--- config.mk ---
export PLATFORM = sky130hd
export DESIGN_NAME = seq_alu
export DESIGN_NICKNAME = d
export VERILOG_FILES = /design/src/rtl/seq_alu_pkg.sv /design/src/rtl/seq_alu_comb.sv /design/src/rtl/seq_alu.sv
export SDC_FILE = /design/constraint.sdc
export NUM_CORES = 1
export LEC_CHECK = 0
export ABC_AREA = 1
export CORE_MARGIN = 3
export CORE_UTILIZATION = 40
export CTS_CLUSTER_SIZE = 24
export DETAILED_ROUTE_END_ITERATION = 10
export SETUP_SLACK_MARGIN = 0.3
export SKIP_LAST_GASP = 1
export SLEW_MARGIN = 20
export SYNTH_ARGS = -nofsm -noshare
export SYNTH_HDL_FRONTEND = slang
export SYNTH_SLANG_ARGS = --single-unit
--- constraint.sdc ---
create_clock -name clk -period 2.79 [get_ports clk]
set_input_delay 0.4185 -clock clk [delete_from_list [all_inputs] [get_ports clk]]
set_output_delay 0.4185 -clock clk [all_outputs]
set_load 0.01 [all_outputs]
--- src/rtl/seq_alu_pkg.sv ---
// -----------------------------------------------------------------------------
// seq_alu_pkg
// Shared definitions for the sequential ALU:
//   - OPC_W          : opcode width
//   - OP_*           : opcode values (legacy 0-7, shifts 8-10, multiply 11)
//   - state_t, ST_*  : FSM state encoding
//   - op_is_legal()  : opcode legality, which depends on the build
// Build option: SEQ_ALU_MUL_EN enables the iterative multiply (opcode 11).
// -----------------------------------------------------------------------------
package seq_alu_pkg;

    localparam int OPC_W = 4;

    localparam logic [OPC_W-1:0] OP_AND = 4'd0;
    localparam logic [OPC_W-1:0] OP_OR  = 4'd1;
    localparam logic [OPC_W-1:0] OP_XOR = 4'd2;
    localparam logic [OPC_W-1:0] OP_NOR = 4'd3;
    localparam logic [OPC_W-1:0] OP_SLT = 4'd4;
    localparam logic [OPC_W-1:0] OP_ADD = 4'd5;
    localparam logic [OPC_W-1:0] OP_SUB = 4'd6;
    localparam logic [OPC_W-1:0] OP_MOV = 4'd7;
    localparam logic [OPC_W-1:0] OP_SLL = 4'd8;
    localparam logic [OPC_W-1:0] OP_SRL = 4'd9;
    localparam logic [OPC_W-1:0] OP_SRA = 4'd10;
    localparam logic [OPC_W-1:0] OP_MUL = 4'd11;

    typedef logic [1:0] state_t;

    localparam state_t ST_IDLE = 2'd0;
    localparam state_t ST_BUSY = 2'd1;
    localparam state_t ST_DONE = 2'd2;

    // Opcodes 0-10 always exist; 11 only when the multiplier is built in.
    function automatic logic op_is_legal(input logic [OPC_W-1:0] op);
`ifdef SEQ_ALU_MUL_EN
        return (op <= OP_MUL);
`else
        return (op <= OP_SRA);
`endif
    endfunction

endpackage

--- src/rtl/seq_alu_comb.sv ---
// -----------------------------------------------------------------------------
// seq_alu_comb
// Purely combinational datapath for the single-cycle opcodes 0-10.
// Opcodes outside that range produce result 0 and no overflow; legality is
// decided by the caller.
// Ports:
//   i_op     [OPC_W-1:0]  operation code
//   i_a      [WIDTH-1:0]  operand A
//   i_b      [WIDTH-1:0]  operand B (low SHW bits are the shift amount)
//   o_result [WIDTH-1:0]  operation result
//   o_ovf                 signed overflow, ADD/SUB only
// -----------------------------------------------------------------------------
module seq_alu_comb
    import seq_alu_pkg::*;
#(
    parameter int WIDTH = 32
) (
    input  logic [OPC_W-1:0] i_op,
    input  logic [WIDTH-1:0] i_a,
    input  logic [WIDTH-1:0] i_b,
    output logic [WIDTH-1:0] o_result,
    output logic             o_ovf
);

    localparam int SHW = $clog2(WIDTH);

    logic [WIDTH-1:0] w_sum;
    logic [WIDTH-1:0] w_diff;
    logic [SHW-1:0]   w_shamt;
    logic             w_sa;
    logic             w_sb;

    assign w_sum   = i_a + i_b;
    assign w_diff  = i_a - i_b;
    assign w_shamt = i_b[SHW-1:0];
    assign w_sa    = i_a[WIDTH-1];
    assign w_sb    = i_b[WIDTH-1];

    // NOTE: every output gets a default before the case so no path leaves it
    // unassigned; otherwise synthesis infers a latch.
    always_comb begin
        o_result = '0;
        o_ovf    = 1'b0;
        case (i_op)
            OP_AND: o_result = i_a & i_b;
            OP_OR:  o_result = i_a | i_b;
            OP_XOR: o_result = i_a ^ i_b;
            OP_NOR: o_result = ~(i_a | i_b);
            OP_SLT: o_result = {{(WIDTH-1){1'b0}}, ($signed(i_a) < $signed(i_b))};
            OP_ADD: begin
                o_result = w_sum;
                // Same-sign operands whose sum flips sign.
                o_ovf    = (w_sa == w_sb) && (w_sum[WIDTH-1] != w_sa);
            end
            OP_SUB: begin
                o_result = w_diff;
                // Opposite-sign operands whose difference takes B's sign.
                o_ovf    = (w_sa != w_sb) && (w_diff[WIDTH-1] != w_sa);
            end
            OP_MOV: o_result = i_a;
            OP_SLL: o_result = i_a << w_shamt;
            OP_SRL: o_result = i_a >> w_shamt;
            OP_SRA: o_result = $unsigned($signed(i_a) >>> w_shamt);
            default: begin
                o_result = '0;
                o_ovf    = 1'b0;
            end
        endcase
    end

endmodule

--- src/rtl/seq_alu.sv ---
// -----------------------------------------------------------------------------
// seq_alu
// Handshaked ALU with a registered result. Single-cycle ops complete one clock
// after acceptance; MUL (when built) iterates a shift-add multiplier with early
// exit once the remaining multiplier bits are all zero.
// Build option: SEQ_ALU_MUL_EN enables opcode 11; without it the FSM is
// IDLE/DONE only and opcode 11 is reported as illegal.
// Ports:
//   clk, reset            rising-edge clock, asynchronous active-high reset
//   in_valid / in_ready   request handshake (in_ready only in IDLE)
//   alu_ctr               opcode
//   alu_src1 / alu_src2   operands A / B
//   out_valid / out_ready result handshake (out_valid only in DONE)
//   alu_result            registered result, held stable in DONE
//   zero_bit              alu_result == 0
//   ovf_bit               signed overflow for ADD/SUB
//   err_bit               illegal or disabled opcode
// -----------------------------------------------------------------------------
module seq_alu
    import seq_alu_pkg::*;
#(
    parameter int WIDTH = 32
) (
    input  logic             clk,
    input  logic             reset,
    input  logic             in_valid,
    output logic             in_ready,
    input  logic [OPC_W-1:0] alu_ctr,
    input  logic [WIDTH-1:0] alu_src1,
    input  logic [WIDTH-1:0] alu_src2,
    output logic             out_valid,
    input  logic             out_ready,
    output logic [WIDTH-1:0] alu_result,
    output logic             zero_bit,
    output logic             ovf_bit,
    output logic             err_bit
);

    state_t           r_state;
    logic [WIDTH-1:0] r_result;
    logic             r_ovf;
    logic             r_err;

    logic [WIDTH-1:0] w_comb_result;
    logic             w_comb_ovf;
    logic             w_legal;
    logic             w_start_mul;

    seq_alu_comb #(
        .WIDTH    (WIDTH)
    ) u_comb (
        .i_op     (alu_ctr),
        .i_a      (alu_src1),
        .i_b      (alu_src2),
        .o_result (w_comb_result),
        .o_ovf    (w_comb_ovf)
    );

    assign w_legal = op_is_legal(alu_ctr);

`ifdef SEQ_ALU_MUL_EN
    localparam int CNT_W = $clog2(WIDTH) + 1;

    logic [WIDTH-1:0] r_mcand;
    logic [WIDTH-1:0] r_mplier;
    logic [WIDTH-1:0] r_acc;
    logic [CNT_W-1:0] r_cnt;

    logic [WIDTH-1:0] w_acc_next;
    logic [WIDTH-1:0] w_mplier_next;
    logic [CNT_W-1:0] w_cnt_next;
    logic             w_mul_last;

    assign w_start_mul   = (alu_ctr == OP_MUL);
    assign w_acc_next    = r_mplier[0] ? (r_acc + r_mcand) : r_acc;
    assign w_mplier_next = r_mplier >> 1;
    assign w_cnt_next    = r_cnt + 1'b1;
    // Remaining multiplier bits all zero means the product is already final.
    assign w_mul_last    = (w_mplier_next == '0) || (w_cnt_next == CNT_W'(WIDTH));
`else
    assign w_start_mul   = 1'b0;
`endif

    // NOTE: all state here is sequential, so every assignment is non-blocking;
    // blocking assignments would make the update order simulation-dependent.
    always_ff @(posedge clk or posedge reset) begin
        if (reset) begin
            r_state  <= ST_IDLE;
            r_result <= '0;
            r_ovf    <= 1'b0;
            r_err    <= 1'b0;
`ifdef SEQ_ALU_MUL_EN
            r_mcand  <= '0;
            r_mplier <= '0;
            r_acc    <= '0;
            r_cnt    <= '0;
`endif
        end else begin
            case (r_state)
                ST_IDLE: begin
                    if (in_valid) begin
                        if (w_start_mul) begin
`ifdef SEQ_ALU_MUL_EN
                            r_mcand  <= alu_src1;
                            r_mplier <= alu_src2;
                            r_acc    <= '0;
                            r_cnt    <= '0;
                            r_state  <= ST_BUSY;
`endif
                        end else if (!w_legal) begin
                            r_result <= '0;
                            r_ovf    <= 1'b0;
                            r_err    <= 1'b1;
                            r_state  <= ST_DONE;
                        end else begin
                            r_result <= w_comb_result;
                            r_ovf    <= w_comb_ovf;
                            r_err    <= 1'b0;
                            r_state  <= ST_DONE;
                        end
                    end
                end
`ifdef SEQ_ALU_MUL_EN
                ST_BUSY: begin
                    r_acc    <= w_acc_next;
                    r_mcand  <= r_mcand << 1;
                    r_mplier <= w_mplier_next;
                    r_cnt    <= w_cnt_next;
                    if (w_mul_last) begin
                        // Take this cycle's partial sum directly, not r_acc.
                        r_result <= w_acc_next;
                        r_ovf    <= 1'b0;
                        r_err    <= 1'b0;
                        r_state  <= ST_DONE;
                    end
                end
`endif
                ST_DONE: begin
                    if (out_ready) begin
                        r_state <= ST_IDLE;
                    end
                end
                default: r_state <= ST_IDLE;
            endcase
        end
    end

    assign in_ready   = (r_state == ST_IDLE);
    assign out_valid  = (r_state == ST_DONE);
    assign alu_result = r_result;
    assign zero_bit   = (r_result == '0);
    assign ovf_bit    = r_ovf;
    assign err_bit    = r_err;

endmodule

Yosys cells after proc, flatten, opt, wreduce, memory -nomap -nowiden
Cells that the tools add are included.
{"block": "classes", "reduce_logical": 7, "n_lt_le_gt_ge": 2, "mux": 8, "n_eq_ne": 17, "add_sub_neg": 2, "bitwise_logic": 4, "shift": 3}
{"op": "32-bit case mux with 11 select lines", "count": 1}
{"op": "32-bit adder", "count": 1}
{"op": "32-bit AND", "count": 1}
{"op": "32-bit zero test", "count": 1}
{"op": "32-bit less-than comparator", "count": 1}
{"op": "32-bit two-way mux", "count": 1}
{"op": "32-bit inverter", "count": 1}
{"op": "32-bit OR", "count": 1}
{"op": "32-bit by 5-bit left shift with 32-bit output", "count": 1}
{"op": "32-bit by 5-bit right shift with 32-bit output", "count": 1}
{"op": "32-bit by 5-bit >>> shifter with 32-bit output", "count": 1}
{"op": "32-bit subtractor", "count": 1}
{"op": "32-bit XOR", "count": 1}
{"op": "4-bit by 3-bit equality test with 1-bit output, second input constant", "count": 4}
{"op": "4-bit equality test, second input constant", "count": 3}
{"op": "4-bit by 2-bit equality test with 1-bit output, second input constant", "count": 2}
{"op": "4-bit by 1-bit equality test with 1-bit output, second input constant", "count": 1}
{"op": "4-bit <= comparator, second input constant", "count": 1}
{"op": "4-bit zero test", "count": 1}
{"op": "2-bit two-way mux", "count": 2}
{"op": "2-bit case mux with 2 select lines", "count": 1}
{"op": "2-bit AND reduction", "count": 2}
{"op": "1-bit != test", "count": 3}
{"op": "2-bit equality test, second input constant", "count": 1}
{"op": "other kinds (7)", "count": 9}
{"block": "word_totals", "inputBits": 72, "output_inout_bits": 37, "elab_cells": 47, "regBits": 36}

Depth between registers and ports, before layout
Gate-level depths: netlist (run 1).
{"block": "logic_depth", "ltp_word": 5, "depth_mapped": 21, "depth_no_buf": 17}

Modules after synthesis
Synthesis (run 1) repeated with hierarchy kept, for this count alone.
{"block": "hier_totals", "hier_cells": 2372, "hier_area_um2": 12039.0}
{"module": "seq_alu_comb", "cells_per_inst": 2186, "instances": 1, "area_per_inst_um2": 10488.8, "seq_area_each_um2": 0.0}
{"module": "seq_alu", "cells_per_inst": 186, "instances": 1, "area_per_inst_um2": 1550.2, "seq_area_each_um2": 875.8}

Least setup slack after synthesis (run 1)
OpenSTA, ideal clock, no wires.
{"block": "synth_timing", "path_kind": "input-to-reg", "startpoint": "in alu_src2[4]", "endpoint": "reg r_result[31], in the netlist alu_result[31]", "stages": 19, "slack_ns": 0.143, "n_path_buf": 3, "t_required_ns": 2.673, "t_arrival_ns": 2.530, "setup_ns": 0.117, "path_cell_list": "inv_2 -> buf_1 -> clkbuf_1 -> ha_1 -> clkbuf_2 -> nor2_1 -> nand2_1 -> inv_1 -> nand2_1 -> nand2_1 -> nand2_1 -> nand2_1 -> nand2_1 -> nand2_1 -> nor2_1 -> nor2_1 -> nand3_1 -> nand2_1 -> nand2_1"}
{"block": "synth_via", "elab_chain_len": 3, "word_cells_on_any_way": 7, "classes_between": "2 x add/sub; 3 x shift; 2 x mux"}
{"item": "from (decl)", "line_no": "seq_alu.sv:30", "rtl": "input logic [WIDTH-1:0] alu_src2,"}
{"item": "32-bit subtractor (tied with other cells)", "line_no": "seq_alu_comb.sv:34", "rtl": "assign w_diff = i_a - i_b;"}
{"item": "32-bit case mux with 11 select lines (*)", "line_no": "seq_alu_comb.sv:44", "rtl": "case (i_op)"}
{"item": "32-bit two-way mux (*)", "line_no": "seq_alu.sv:110", "rtl": "end else if (!w_legal) begin"}
{"item": "to (signal assigned)", "line_no": "seq_alu.sv:116", "rtl": "r_result <= w_comb_result;"}
{"item": "to (decl)", "line_no": "seq_alu.sv:40", "rtl": "logic [WIDTH-1:0] r_result;"}
Every way passes the cells marked *; elsewhere a longest branch is shown, timed or not.
A chain may end at the register's enable or synchronous reset.

Worst setup path in the final report (run 1)
{"block": "layout_timing", "startpoint": "in alu_ctr[1]", "endpoint": "reg r_result[21], in the netlist alu_result[21]"}
{"block": "layout_via", "elab_chain_len": 3, "word_cells_on_any_way": 14, "classes_between": "1 x order compare; 10 x eq/ne; 2 x mux; 1 x reduce/logical"}
{"item": "from (decl)", "line_no": "seq_alu.sv:28", "rtl": "input logic [OPC_W-1:0] alu_ctr,"}
{"item": "4-bit equality test (tied with other cells)", "line_no": "seq_alu_comb.sv:44"}
{"item": "32-bit case mux with 11 select lines", "line_no": "seq_alu_comb.sv:44"}
{"item": "32-bit two-way mux (*)", "line_no": "seq_alu.sv:110"}
Marked as above.

==> flow_metrics.env, run 1 <==
export IMPL_status="complete, no violations"
export IMPL_crit_type="primary input to flop"
export IMPL_crit_family="simple AND/OR/NAND/NOR gates"
export IMPL_grt_pass1_vias=17500
export IMPL_clk_root_buffer_cell="clkbuf_16"
export IMPL_skew_ns=0.0121
export IMPL_cp_required_ns=2.98
export IMPL_postLayoutCoreUtil_pct=61.5
export IMPL_p_leak_nw=9.81
export IMPL_synth_distinct_cells=42
export IMPL_setup_tns_ns=0
export IMPL_io_pins=109
export IMPL_period_needed_ns=2.50
export IMPL_ant_nets=0
export IMPL_grt_max_degree=69
export IMPL_yosysWarnings=0
export IMPL_die_w_um=180
export IMPL_cap_violations=0
export IMPL_synthesis_nets=2592
export IMPL_start_util_pct=41.3
export IMPL_crit_chain="clkdlybuf4s50_1 -> buf_4 -> nor2_1 -> nand2_2 -> inv_2 -> buf_4 -> nand2_1 -> o21ai_0 -> nor4_2 -> nand4_1 -> nand2_1 -> nand2_1"
export IMPL_timing_fmax_ghz=0.400
export IMPL_ir_drop_v=0.000251
export IMPL_routed_wl_um=70600
export IMPL_pre_cts_ws_ns=-0.482
export IMPL_n_antenna_cell=0
export IMPL_final_common_cell="nand2_1"
export IMPL_cts_buffer_depth=2
export IMPL_hp_class="flop to flop"
export IMPL_coreArea_um2=29200
export IMPL_setup_viol=0
export IMPL_finalHoldViolations=0
export IMPL_routedWlPerCell_um=21.9
export IMPL_crit_arrival_ns=2.69
export IMPL_drc_errors=0
export IMPL_n_fill_cell=2957
export IMPL_critPathBufInv=4
export IMPL_multi_input_comb_area_um2=10800
export IMPL_grt_overflow_total=0
export IMPL_cpMaxStageDelayCell="clkdlybuf4s50_1"
export IMPL_grt_pass1_wl_um=102000
export IMPL_nNetsFinal=3018
export IMPL_rows=62
export IMPL_postLayoutSetupSlackWorst_ns=0.291
export IMPL_start_kind="primary input"
export IMPL_drv_slew=0
export IMPL_die_h_um=180
export IMPL_async_reset_ff_share_pct=100
export IMPL_grtUsageTotal_pct=40.7
export IMPL_clock_latency_ns=0.30
export IMPL_dpl_hpwl_um=57300
export IMPL_total_power_w=0.00522
export IMPL_synthCells=2409
export IMPL_critPathMaxStageDelay_ns=0.52
export IMPL_ys_top_cells_by_area="nand2_1, nand3_1, ha_1"
export IMPL_crit_fanout=7
export IMPL_vias=18500
export IMPL_cts_sinks=35
export IMPL_synth_largest_area_cell="nand2_1"
export IMPL_synth_edf_count=0
export IMPL_ys_seq_area_share_pct=7.25
export IMPL_drive_gt1_share_pct=25.7
export IMPL_antenna_found_initial=0
export IMPL_clkTransAtPathRegs_ns=0.07
export IMPL_area_growth_pct=48.9
export IMPL_crit_top_cell="nand2_1"
export IMPL_synth_seq_cells=35
export IMPL_cp_end_kind="flop"
export IMPL_routed_via_density=5.74
export IMPL_synthFlopType="dfrtp_1"
export IMPL_gp_congestion=1.15
export IMPL_powerDensity_nw_per_um2=290
export IMPL_firstDrtPassIters=8
export IMPL_portBuffers=108
export IMPL_drt_iter0_drc=2362
export IMPL_htreeDepth=2
export IMPL_max_slew_margin_pct=52.4
export IMPL_synth_top_area_share_pct=27.5
export IMPL_finalCritPeriodShare_pct=89.6
export IMPL_cts_tree="yes"
export IMPL_tightest_slew_ns=0.714
export IMPL_cts_buffers=5
export IMPL_die_area_um2=32300
export IMPL_rsz0062_at_grt="true"
export IMPL_syn_area_per_cell_um2=5.01
export IMPL_layout_common_cells="nand2_1, buf_4, nand3_1"
export IMPL_synthesis_area_um2=12100
export IMPL_regArea_um2=876
[cell type report]
cell class	instances	area share, %
clock buffers	5	0.696
clock inverters	3	0.243
inverters	323	6.75
multi-input cells	1945	59.9
flip-flops and latches	35	4.87
well taps	384	2.67
repair buffers	525	24.8
[sequential cells by signal, indices dropped and copies added (netlist names)]
signal and cells:
alu_result 32, err_bit 1, ovf_bit 1, r_state 1
[kinds of logic (layout without fill, tap and decap cells)]
kind of cell               after synthesis  after routing  share of synthesized area (%)
adders and majority gates              111            111                           11.6
xor gates and xnor gates                 1              1                         0.0725
and+or+nand+nor                       1577           1577                           54.9
AOI/OAI and AO/OA                      255            255                           11.9
DFF                                     35             35                           7.25
muxes                                    1              1                         0.0829
buffers and inverters                  429            856                           14.2
[worst paths after layout]
path                                 from             end  slack [ns]  cells after the start
setup / recovery               alu_ctr[1]  alu_result[21]        0.29                     12
hold / removal             alu_result[25]  alu_result[25]        0.51                      2
setup reg to reg               r_state[1]   alu_result[5]        1.01                      6
hold reg to reg            alu_result[25]  alu_result[25]        0.51                      2
max in group asynchronous           reset  alu_result[22]        1.81                      3
min in group asynchronous           reset  alu_result[17]        0.59                      3
[worst min-delay path, stage by stage (launching register included)]
cell and delay [ns]:
dfrtp_1 0.36, nand2_1 0.06, nand2_1 0.06
[per-stage QoR]
stage	hold WS (ns)	instances	cell area (um2)
detailed placement	0.492	3191	16300
CTS	0.508	3202	16900
floorplan	0.515	2409	12100
global placement	0.485	3191	16300
global route	0.534	3220	18000
finish	0.510	3220	18000
[cells in the mapped netlist, types with 12 or more instances]
library cell    n
nand2_1       886
nand3_1       402
inv_1         316
nor2_1        201
ha_1          109
o21ai_0       101
a21oi_1        81
buf_2          51
dfrtp_1        35
nand4_1        30
clkbuf_1       25
o211ai_1       24
nor3_1         22
o22ai_1        22
buf_1          17
and2_1         12
[layer usage]
| metal | part of all wire [%] | global-route usage [%] |
|---|---|---|
| met5 | 0 | 0 |
| met2 | 43 | 65.2 |
| met4 | 7.3 | 21.8 |
| met1 | 39 | 51.9 |
| met3 | 11 | 7.46 |
[power by group]
part / internal (W) / switching, W / total, W
logic: 0.00154 / 0.00222 / 0.00376
clock network: 0.000424 / 0.000287 / 0.000711
registers: 0.000616 / 0.000134 / 0.000750
[timing repair]
| item | in CTS | in global routing |
|---|---|---|
| setup buffers | 3 | 17 |
| gates resized for setup | 128 | 290 |
| pin swaps | 13 | 62 |
| hold buffers | 0 | 0 |
| setup endpoints to repair | 32 | 32 |
| gates cloned | 0 | 1 |
Power figures use the tool's default switching activity.
==> inputs of run 2 (changes only) <==
==> constraint.sdc (replaced) <==
create_clock -name clk -period 2.65 [get_ports clk]
set_input_delay 0.3975 -clock clk [delete_from_list [all_inputs] [get_ports clk]]
set_output_delay 0.3975 -clock clk [all_outputs]
set_load 0.01 [all_outputs]
==> run 2 against run 1 <==
  * First-iteration DRC count grew 9.1%
  * Global-route usage grew 0.58 points
  * Hold slack lost 0.014 ns
  * Register-to-register slack lost 0.03 ns
  * Via count grew 2.2%
  * Critical endpoint is now alu_result[30]
  * Clock-buffer cell count is the same
  * Cell count grew 2.1%
  * Die area is the same
  * Final area grew 3.5%
  * Core utilization grew 2.2 points
==> flow_metrics.env, run 2 (same netlist as run 1, synthesis figures left out) <==
export IMPL_n_antenna_cell=0
export IMPL_die_h_um=180
export IMPL_cts_tree="yes"
export IMPL_drc_errors=0
export IMPL_drt_iter0_drc=2577
export IMPL_io_pins=109
export IMPL_firstDrtPassIters=7
export IMPL_p_leak_nw=10.1
export IMPL_skew_ns=0.00704
export IMPL_timing_fmax_ghz=0.429
export IMPL_dpl_hpwl_um=57200
export IMPL_die_area_um2=32300
export IMPL_crit_chain="clkdlybuf4s50_1 -> inv_1 -> ha_4 -> buf_4 -> nand2_1 -> nand2_1 -> nor3_4 -> nand2_1 -> inv_1 -> nand2_1 -> nor2_1 -> buf_4 -> nand3_1 -> nand2_1 -> nand2_1"
export IMPL_met1_length_um=26400
export IMPL_rows=62
export IMPL_combPwrFrac_pct=72.8
export IMPL_crit_type="primary input to flop"
export IMPL_finalCritPeriodShare_pct=88.0
export IMPL_crit_end="alu_result[30]"
export IMPL_gp_congestion=1.11
export IMPL_p_sw_w=0.00279
export IMPL_drv_slew=0
export IMPL_critPathMaxStageDelay_ns=0.48
export IMPL_reg2reg_depth=7
export IMPL_portBuffers=108
export IMPL_layout_common_cells="nand2_1, buf_4, nand3_1"
export IMPL_htreeDepth=2
export IMPL_whs_ns=0.496
export IMPL_cts_sinks=35
export IMPL_reg2reg_to="alu_result[16]"
export IMPL_max_slew_margin_pct=64.8
export IMPL_cp_end_kind="flop"
export IMPL_clock_latency_ns=0.30
export IMPL_routedWlPerCell_um=21.6
export IMPL_clkTransAtPathRegs_ns=0.06
export IMPL_r2r_setup_slack_ns=0.98
export IMPL_cts_buffers=5
export IMPL_final_common_cell="nand2_1"
export IMPL_internal_power_w=0.00282
export IMPL_tightest_slew_ns=0.528
export IMPL_cts_buffer_depth=2
export IMPL_finalHoldViolations=0
export IMPL_drive_gt1_share_pct=29.2
export IMPL_grt_pass1_wl_um=104000
export IMPL_largest_reg_flops=32
export IMPL_routed_wl_um=70900
export IMPL_cpMaxStageDelayCell="clkdlybuf4s50_1"
export IMPL_coreArea_um2=29200
export IMPL_cap_violations=0
export IMPL_start_util_pct=41.3
export IMPL_vias=18900
export IMPL_crit_start="alu_src1[30]"
export IMPL_grtUsageTotal_pct=41.3
export IMPL_crit_fanout=5
export IMPL_period_needed_ns=2.33
export IMPL_cp_required_ns=2.83
export IMPL_grt_max_degree=65
export IMPL_grt_overflow_total=0
export IMPL_clk_root_buffer_cell="clkbuf_16"
export IMPL_crit_arrival_ns=2.51
export IMPL_rsz0062_at_grt="true"
export IMPL_ant_nets=0
export IMPL_ir_drop_v=0.000228
export IMPL_powerDensity_nw_per_um2=301
export IMPL_status="complete, no violations"
export IMPL_hp_class="flop to flop"
export IMPL_power_share_sequential_pct=13.9
export IMPL_wl_met3_um=7900
export IMPL_worstReg2RegStart="r_state[1]"
export IMPL_die_w_um=180
export IMPL_swShare_pct=49.7
export IMPL_start_kind="primary input"
export IMPL_crit_top_cell="nand2_1"
export IMPL_wl_met2_um=30800
export IMPL_routed_via_density=5.74
export IMPL_setup_viol=0
export IMPL_nNetsFinal=3086
export IMPL_dr_max_layer_used="met5"
export IMPL_postLayoutCoreUtil_pct=63.7
export IMPL_clockPowerShare_pct=13.3
export IMPL_antenna_found_initial=3
export IMPL_area_growth_pct=54.2
export IMPL_grt_pass1_vias=18000
==> run 2: cell type report <==
| cell class | count | area, um2 |
|---|---|---|
| Clock buffer | 5 | 125 |
| Clock inverter | 3 | 47.5 |
| Fill cell | 2781 | 10600 |
| Inverter | 323 | 1220 |
| Multi-Input combinational cell | 1945 | 10900 |
| Sequential cell | 35 | 876 |
| Tap cell | 384 | 480 |
| Timing Repair Buffer | 593 | 4960 |
==> run 2: how the worst min path moves through the flow <==
stage | from | end | slack [ns] | cells past startpoint
final | ovf_bit | ovf_bit | 0.50 | 2
after global routing | ovf_bit | ovf_bit | 0.53 | 2
after CTS | ovf_bit | ovf_bit | 0.50 | 2
after detailed placement | ovf_bit | ovf_bit | 0.48 | 2
after global placement | ovf_bit | ovf_bit | 0.47 | 2
after floorplan | out_ready | r_state[1] | 0.51 | 1
==> run 2: repair_timing <==
| item | CTS | global route |
|---|---|---|
| setup buffers | 11 | 11 |
| endpoints found under the setup margin | 34 | 34 |
| gates resized for setup | 233 | 293 |
| hold buffers | 0 | 0 |
| pin swaps | 21 | 59 |
==> run 2: per-layer routing <==
metal / vias up / track usage [%]
met5: - / 0
met2: 1163 / 65.4
li1: 8723 / -
met3: 310 / 9.50
met4: 4 / 26.1
met1: 8674 / 50.4
==> run 2: power by group through the flow <==
| stage | Sequential (W) | Clock [W] | Combinational [W] |
|---|---|---|---|
| after global routing | 0.000786 | 0.000775 | 0.00435 |
| after global placement | 0.000773 | 0 | 0.00348 |
| final | 0.000780 | 0.000746 | 0.00408 |
| after detailed placement | 0.000776 | 0 | 0.00352 |
| after floorplan | 0.000792 | 0 | 0.00159 |
| after CTS | 0.000770 | 0.000752 | 0.00374 |
==> run 2: worst max-delay path: cells and delay by family <==
family,cells,cell delay (ns)
buf+inv,5,0.97
simple gates,9,0.84
fa+ha+maj,1,0.30
==> run 2: stage by stage <==
stage	power (W)	instance area, um2	std cells	setup TNS (ns)	setup WS [ns]
CTS	0.00526	17800	3277	0	0.191
global route	0.00591	18600	3288	0	0.226
global placement	0.00425	16800	3258	-12.32	-0.624
detailed placement	0.00429	16800	3258	-12.85	-0.624
floorplan	0.00238	12100	2409	0	0.309
finish	0.00561	18600	3288	0	0.318
